--- config.mk ---
export PLATFORM = sky130hd
export DESIGN_NAME = wb_arbiter
export DESIGN_NICKNAME = d
export VERILOG_FILES = /design/src/rtl/wb_arbiter.sv
export SDC_FILE = /design/constraint.sdc
export NUM_CORES = 1
export LEC_CHECK = 0
export ABC_AREA = 1
export CORE_MARGIN = 5
export CORE_UTILIZATION = 50
export DETAILED_ROUTE_END_ITERATION = 10
export PLACE_DENSITY = 0.84
export SLEW_MARGIN = 20
export SYNTH_ARGS = -nofsm -noshare
export SYNTH_HDL_FRONTEND = slang
export SYNTH_SLANG_ARGS = --single-unit
--- constraint.sdc ---
create_clock -name clk -period 1.9 [get_ports clk]
set_clock_uncertainty 0.15 [all_clocks]
set_input_delay 0.38 -clock clk [delete_from_list [all_inputs] [get_ports clk]]
set_output_delay 0.38 -clock clk [all_outputs]
set_load 0.01 [all_outputs]
--- src/rtl/wb_arbiter.sv ---
// Writeback arbiter: merges the pipeline stream with a 2-entry long-latency result FIFO into one registered RF write per cycle.
// Latency 1 cycle to rf_*; lu_ready backpressures from registered FIFO count; wb_hold asks the pipeline to yield after STARVE_LIMIT blocked cycles.
module wb_arbiter #(
    parameter int STARVE_LIMIT = 3
) (
    input  logic        clk,
    input  logic        rst_n,
    input  logic        pipe_we,
    input  logic [4:0]  pipe_wa,
    input  logic [31:0] pipe_wd,
    input  logic        lu_valid,
    output logic        lu_ready,
    input  logic [4:0]  lu_wa,
    input  logic [31:0] lu_wd,
    input  logic        issue_valid,
    input  logic [4:0]  issue_rd,
    output logic [31:0] busy,
    output logic        wb_hold,
    output logic        rf_we,
    output logic [4:0]  rf_wa,
    output logic [31:0] rf_wd
);

    localparam logic [2:0] LIMIT = 3'(STARVE_LIMIT);

    logic [1:0][4:0]  mem_wa;
    logic [1:0][31:0] mem_wd;
    logic             head;
    logic             tail;
    logic [1:0]       count;
    logic [2:0]       starve;
    logic [31:0]      busy_q;

    logic        fifo_ne;
    logic        push;
    logic        pipe_ok;
    logic        pop;
    logic [4:0]  head_wa;
    logic [31:0] head_wd;
    logic [2:0]  starve_nxt;
    logic [31:0] busy_nxt;

    // A valid pipeline write always wins, even while wb_hold is raised, so
    // an upstream that ignores the hold never loses data.
    always_comb begin
        fifo_ne  = (count != 2'd0);
        lu_ready = (count != 2'd2);
        push     = lu_valid && lu_ready;
        pipe_ok  = pipe_we && (pipe_wa != 5'd0);
        pop      = fifo_ne && !pipe_ok;
        head_wa  = mem_wa[head];
        head_wd  = mem_wd[head];

        starve_nxt = starve;
        if (!fifo_ne || pop)
            starve_nxt = 3'd0;
        else if (pipe_ok && (starve != LIMIT))
            starve_nxt = starve + 3'd1;

        busy_nxt = busy_q;
        if (pop && (head_wa != 5'd0))
            busy_nxt[head_wa] = 1'b0;
        if (issue_valid && (issue_rd != 5'd0))
            busy_nxt[issue_rd] = 1'b1;
        busy_nxt[0] = 1'b0;
    end

    assign busy = busy_q;

    always_ff @(posedge clk or negedge rst_n) begin
        if (!rst_n) begin
            mem_wa  <= '0;
            mem_wd  <= '0;
            head    <= 1'b0;
            tail    <= 1'b0;
            count   <= 2'd0;
            starve  <= 3'd0;
            wb_hold <= 1'b0;
            busy_q  <= '0;
            rf_we   <= 1'b0;
            rf_wa   <= 5'd0;
            rf_wd   <= 32'd0;
        end else begin
            if (push) begin
                mem_wa[tail] <= lu_wa;
                mem_wd[tail] <= lu_wd;
                tail         <= ~tail;
            end
            if (pop)
                head <= ~head;
            count   <= count + {1'b0, push} - {1'b0, pop};
            starve  <= starve_nxt;
            wb_hold <= (starve_nxt == LIMIT);
            busy_q  <= busy_nxt;

            // x0 entries still pop from the FIFO but never reach the RF.
            if (pipe_ok) begin
                rf_we <= 1'b1;
                rf_wa <= pipe_wa;
                rf_wd <= pipe_wd;
            end else if (pop) begin
                rf_we <= (head_wa != 5'd0);
                rf_wa <= head_wa;
                rf_wd <= head_wd;
            end else begin
                rf_we <= 1'b0;
            end
        end
    end

endmodule
==> results of run 1 <==
## per-layer routing
metal  share of wire [%]  GRT usage [%]
met1                  41           28.4
met5               0.063              0
met3                 6.4           6.01
met4                 1.9           8.20
met2                  51           37.7
## cell type report
type                    instances  area [um^2]  area share [%]
clock buffers                  25          505            5.34
clock inverters                 7         91.3           0.966
inverters                      63          236            2.50
multi-input cells             551         2630            27.8
flip-flops and latches        151         3780            40.0
well taps                     176          220            2.33
repair buffers                194         2000            21.1
## power by group
group          internal [mW]  switching [mW]
Sequential              4.68           0.847
Clock                   2.10            1.24
Combinational           2.71            3.29
## cells by family after synthesis
group | Yosys count | share of synthesized area (%)
other | 1 | 0.0547
and+or+nand+nor | 409 | 24.5
muxes | 22 | 3.21
DFF | 151 | 55.1
adders and majority gates | 4 | 0.730
AOI/OAI and AO/OA | 111 | 9.14
buffers and inverters | 99 | 6.73
xor gates and xnor gates | 4 | 0.511
## synthesized netlist by cell type, drive strengths merged, types with 2 or more instances
library cell / n / area share (%)
ha: 4 / 0.73
xnor2: 2 / 0.26
dfrtp: 151 / 55
nor2: 36 / 2.2
mux2i: 22 / 3.2
nor3: 8 / 0.58
o21ai: 82 / 6.0
buf: 26 / 2.7
o211ai: 27 / 3.0
clkbuf: 10 / 0.60
a21oi: 2 / 0.20
nand3: 45 / 3.6
nand2: 316 / 18
xor2: 2 / 0.26
inv: 62 / 3.4
## layout by cell type (no fill, tap or decap), types with 3 or more instances in the layout
cell	netlist	routed
nand2_1	305	303
dfrtp_1	151	150
clkdlybuf4s50_1	0	133
o21ai_0	72	72
inv_1	60	60
nand3_1	42	41
nor2_1	33	33
buf_4	7	30
o211ai_1	27	27
mux2i_1	22	22
clkbuf_16	0	17
dlymetal6s2s_1	0	17
nand2_2	11	13
o21ai_1	10	10
buf_12	0	9
nor3_1	8	8
clkbuf_8	0	5
ha_1	4	4
nand3_2	2	3
clkinv_2	0	3
clkbuf_1	9	3
## timing repair
item | CTS | global route
resized for setup | 3 | 20
hold buffers | 1 | 0
endpoints found under the hold margin | 151 | 0
setup endpoints to repair | 3 | 22
pin swaps | 0 | 0
## metrics by stage
stage	util [%]	hold WS (ns)	instance area, um^2	std cells	power [mW]
after CTS	70.5	0.198	9410	1167	15.0
after floorplan	-	-0.0656	6860	801	8.87
after global routing	70.9	0.203	9460	1167	15.9
after detailed placement	66.0	0.0780	8810	1134	11.6
after global placement	66.0	0.0783	8810	1134	11.4
final	70.9	0.198	9460	1167	14.9
## state kept, by name (all words and copies together), names as in the netlist
signal	count
count	2
tail	1
head	1
mem_wa	10
wb_hold	1
mem_wd	64
busy	31
rf_we	1
starve	3
rf_wd	32
rf_wa	5
## final timing paths
check	slack, ns	cells after the start	start	to
min	0.20	2	rst_n	rf_wd[18]
min in group clk	0.32	2	busy[10]	busy[10]
min reg2reg	0.32	2	busy[10]	busy[10]
max in group asynchronous	0.87	3	rst_n	mem_wd[62]
max reg2reg	0.13	8	head	busy[13]
max	0.02	1	busy[16]	busy[16]
==> results.md, run 1 <==
STA:
- Timing would allow up to 533 MHz.
- The worst path meets setup with 0.0232 ns of slack.
- The max-slew violation total from the final report is 0.
- The count of final setup violators is 0.
- Setup repair after global routing left no endpoint under its margin.
- The setup TNS after final layout is 0 ns.
- The final hold violation count is 0.
- In the finished design, the share of the clock period the worst path needs comes to 98.8%.
- The shortest period the worst path allows is 1.88 ns.

Clock network:
- Clock-pin slew was measured on the worst setup and hold paths at 0.06 ns.
- The master cell of the clock root buffer is clkbuf_16.
- The buffer count from post-CTS setup fixing is 0.
- The clock net sink count is 151.
- The number of levels the H-tree was split into is 4.
- The maximum clock insertion buffer count is 2.
- The clock latency at the later pin of the worst-skew pair is 0.42 ns.
- The CTS tree is yes.
- TritonCTS created 17 clock buffers.

GRT:
- The via count of the first global-routing pass is 6,015.
- The initial antenna violation count was 1.
- Entering global routing, the biggest net connects 48 pins.
- Across every metal layer, demand over resource in global routing totals 22.6%.
- The total overflow left after global routing is 0.
- The first global-routing pass estimated 29.2 mm of wire.

Drt:
- After detailed routing, the total wire length is 17.6 mm.
- The first-iteration detailed-routing DRC count is 385.
- For this run, the detailed router's first-pass iteration total came to 5.
- Across all layers, the routed design uses 6,015 vias.
- The DRC violation count after routing is 0.
- The final antenna-violating net count is 0.
- After detailed routing, the number of vias per cell comes to 5.15.
- The wire length per cell is 15.1 um.

Power and ir drop:
- For this design the static power due to leakage is 4.69 nW.
- The power density over the cells is 1570 nW/um^2.
- The worst supply voltage drop on vdd is 0.731 mV.

Die:
- The area of the core is 13,300 um^2.
- The floorplan step set the die height to 127 um.
- The count of pins on the block boundary is 156.
- The initial standard-cell utilization of the core is 51.4%.
- The number of placement rows is 42.
- The die footprint is 16,200 um^2.
- The die is 127 um wide.

Worst setup path:
- The buffers plus inverters on the worst setup path is 1.
- The required time at the endpoint of the critical path is 1.37 ns.
- The delay of the slowest cell on the worst path is 0.55 ns.
- The category of the worst setup path launch point is a flop.
- The gate family responsible for the most delay along the worst path is buffers and inverters.
- Along the worst path, the maximum fanout reaches 2.
- For the worst setup path, the data arrival time is 1.35 ns.
- STA classifies the critical path endpoint as an output pin.
- The critical path in this run is classified as flop to output pin.
- The signal on the critical path passes through clkdlybuf4s50_1.
- The largest individual stage delay along the critical path comes from the cell clkdlybuf4s50_1.

Run:
- The max-cap check violation count is 0.

Synth:
- In the synthesized netlist the async set-or-reset flop fraction comes to 100%.
- For this run, the register share of the synthesized area comes to 55.1%.
- Counting distinct cell types in the post-synthesis netlist gives 33.
- The flip-flop and latch count after synthesis is 151.
- The per-instance average area after synthesis is 8.56 um^2.
- Summing every instance area after synthesis gives 6860 um^2.
- The number of warnings issued by yosys is 0.
- The number of cells produced by synthesis is 801.
- The count of flip-flops with a built-in enable after synthesis is 0.
- The net count of the mapped netlist is 889.
- For this run, the leading register cell type out of synthesis is dfrtp_1.

Place:
- At the placement stage, the worst setup path has a slack of -0.205 ns.
- At the end of routability-driven placement, the weighted congestion stood at 0.865.
- The count of buffers from port buffering is 154.
- Detailed placement ended at an HPWL of 12.5 mm.

Outcome:
- The run finished with clean final reports.

Cells and area:
- Counting the fill cells in the layout gives 989.
- The share of layout cells above drive strength 1 is 9.49%.
- From synthesis to final layout, the design area changed by 37.9%.
- The number of antenna diodes in the final layout is 0.
- At the end of the flow, the number of nets in the layout was 1,066.

Hold path:
- The path class of the tightest hold or removal check is input port to asynchronous set/reset pin.
No activity file was read; power rests on OpenSTA's default activity.
==> inputs of run 2 (changes only) <==
--- a/config.mk
+++ b/config.mk
@@ -7,9 +7,10 @@
 export LEC_CHECK = 0
 export ABC_AREA = 1
 export CORE_MARGIN = 5
-export CORE_UTILIZATION = 50
+export CORE_UTILIZATION = 54
 export DETAILED_ROUTE_END_ITERATION = 10
-export PLACE_DENSITY = 0.84
+export PLACE_DENSITY = 0.89
+export SKIP_CTS_REPAIR_TIMING = 1
 export SLEW_MARGIN = 20
 export SYNTH_ARGS = -nofsm -noshare
 export SYNTH_HDL_FRONTEND = slang
==> constraint.sdc (replaced) <==
create_clock -name clk -period 2.3 [get_ports clk]
set_clock_uncertainty 0.15 [all_clocks]
set_input_delay 0.46 -clock clk [delete_from_list [all_inputs] [get_ports clk]]
set_output_delay 0.46 -clock clk [all_outputs]
set_load 0.01 [all_outputs]
==> run 2 against run 1 <==
  * Design area down 2.5%
  * Largest power group unchanged
  * Die area decreased by 6.8%
  * Sequential power down 17%
  * Clock-buffer cell count decreased by 1
  * Highest routed layer is now met4
  * Global-route usage grew 1.9 points
==> results.md, run 2 (same netlist as run 1, synthesis figures left out) <==
Outcome:
- The run finished with clean final reports.

Hold path:
- The kind of path behind the tightest hold check is flop to flop.

Run:
- The max-cap check violation count is 0.

Clock network:
- The maximum clock insertion buffer count is 2.
- The master cell of the clock root buffer is clkbuf_16.
- The clock buffer count from CTS is 17.
- The later pin in the worst-skew pair is clocked with a latency of 0.42 ns.
- Clock tree synthesis found a total of 151 sinks.
- The clock-pin transition on the worst setup and hold timing paths is 0.06 ns.
- In this run the number of H-tree levels came out at 4.
- TritonCTS built the clock tree.

Power and ir drop:
- Per report_power, the sequential group accounts for 37.6% of the total.
- For this design the ratio of total power to cell area is 1320 nW/um^2.
- Overall power consumption after layout is estimated at 12.2 mW.
- The leakage component of the power is 4.38 nW.
- The switching power of the nets is 4.45 mW.
- IR analysis of the VDD net gives a maximum drop of 0.666 mV.
- The cell-internal power is 7.72 mW.
- In this run switching power makes up 36.5% of total power.
- The part of the power in the clock network is 22.0%.
- The relative contribution of combinational cells to total power is 40.5%.

STA:
- The max-slew violation total from the final report came to 0.
- Hold is met by 0.326 ns.
- Based on the critical path, the design can be clocked at up to 463 MHz.
- For the finished layout, the period the worst path requires is 2.16 ns.
- At the pin with the least slew margin, the transition time is 0.582 ns.
- Setup violations remaining at the end of the flow were counted as 0.
- The setup TNS after final layout is 0 ns.
- The final hold violation count is 0.
- Setup repair after global routing left no endpoint under its margin.
- The headroom to the max-slew limit is 60.9%.
- The final worst setup slack is 0.138 ns.
- The final cycle utilization of the critical path is 94.0%.

Die:
- The floorplan die width is 123 um.
- In this run the vertical extent of the chip is 123 um.
- The initial standard-cell utilization of the core is 54.8%.
- The number of placement rows is 41.
- The count of pins on the block boundary is 156.
- The area of the core is 12,500 um^2.
- The die covers 15,100 um^2.

GRT:
- The first global-routing pass estimated 28.6 mm of wire.
- The layer flagged by global routing as most heavily used is met2.
- In the global route stage, met3 resource usage came out at 6.31%.
- The via count of the first global-routing pass came to 5,866.
- The aggregate global routing overflow is 0.
- The overall routing resource usage is 24.4%.
- The initial antenna violation count is 0.
- The met1 track demand over resource is 31.2%.
- Global routing used 38.8% of the available met2 tracks.
- Entering global routing, the biggest net connects 49 pins.

Cells and area:
- The most common cell after layout, fill and taps aside is nand2_1.
- At the end of the flow the core is filled with cells to 73.7%.
- The share of layout cells above drive strength 1 is 7.40%.
- Leaving out fill and tap cells, the most frequent cells in the layout are nand2_1, clkdlybuf4s50_1, dfrtp_1, o21ai_0, inv_1.
- mem_wd holds more flip-flops than any other register.
- After the flow finishes, the layout carries non-filler instances totaling 1,145.
- The register with the most flip-flops in the layout has 64 of them.
- The final cell area excluding filler cells is 9220 um^2.
- The number of inserted diodes is 0.
- The final net count is 1,048.
- Relative to the synthesized area, the layout overhead comes to 34.5%.

Worst setup path:
- The delay of the slowest cell on the worst path is 0.57 ns.
- The worst setup path is launched from a flop.
- For this design, the slowest cell found on the critical path is clkdlybuf4s50_1.
- The arrival time of the worst setup path is 1.55 ns.
- The kind of cell with the highest combined delay along the critical path is buffers and inverters.
- The signal on the critical path passes through inv_1 > nand2_2 > clkdlybuf4s50_1.
- The start-to-end type of the worst setup path is flop to output pin.
- Together, buffers and inverters on the worst path number 2.
- The worst-path maximum fanout is 3.
- The endpoint kind of the worst setup timing path is an output pin.
- STA puts the critical path data required time at 1.69 ns.

Place:
- After detailed placement, the total cell area comes to 8640 um^2.
- The routability-driven placement congestion ratio is 0.836.
- Detailed placement finished with a half-perimeter wire length of 12.5 mm.
- Before CTS, the worst setup slack after placement is 0.111 ns.
- The count of buffers from port buffering is 154.
- The placed instance count is 1,112.

Drt:
- The number of iterations in the first detailed-routing pass is 5.
- The total wire length after detailed routing is 17.6 mm.
- The wire length per cell is 15.3 um.
- The DRC violation count after routing is 0.
- The final antenna-violating net count is 0.
- The first-iteration detailed-routing DRC count is 516.
- The detailed-route vias per instance is 5.25.
- Across all layers, the routed design uses 6,013 vias.
## run 2: worst register-to-register path, cell delays in order (launching register included)
cell     delay [ns]
dfrtp_2        0.41
inv_2          0.29
nand2_1        0.11
nand2_2        0.15
nand2_1        0.25
nor2_1         0.20
nand3_1        0.10
nand2_1        0.07
nand2_1        0.04
## run 2: final timing paths
kind / slack [ns] / cells after the start / endpoint / from
hold reg to reg: 0.33 / 2 / busy[10] / busy[10]
hold / removal: 0.33 / 2 / busy[10] / busy[10]
setup / recovery: 0.14 / 3 / lu_ready / count[0]
min in group asynchronous: 0.36 / 2 / rf_wd[13] / rst_n
max in group asynchronous: 1.00 / 3 / busy[5] / rst_n
setup reg to reg: 0.42 / 8 / busy[10] / head
## run 2: area by class of cell
cell class,instances,area (um^2)
Clock buffer,24,472
Inverter,63,236
Fill cell,930,3300
Tap cell,172,215
Clock inverter,8,97.6
Timing Repair Buffer,176,1800
Sequential cell,151,3780
Multi-Input combinational cell,551,2620
## run 2: power groups by stage
| stage | clock network [mW] | logic (mW) | registers, mW |
|---|---|---|---|
| floorplan | 0 | 2.62 | 4.71 |
| global placement | 0 | 4.74 | 4.54 |
| detailed placement | 0 | 4.90 | 4.59 |
| CTS | 2.70 | 4.96 | 4.57 |
| global route | 2.82 | 5.42 | 4.72 |
| finish | 2.68 | 4.92 | 4.57 |
## run 2: routing by layer
metal	wire, um	share of wire (%)
met4	544	3.1
met3	1370	7.8
met2	8480	48
met1	7170	41
met5	0	0
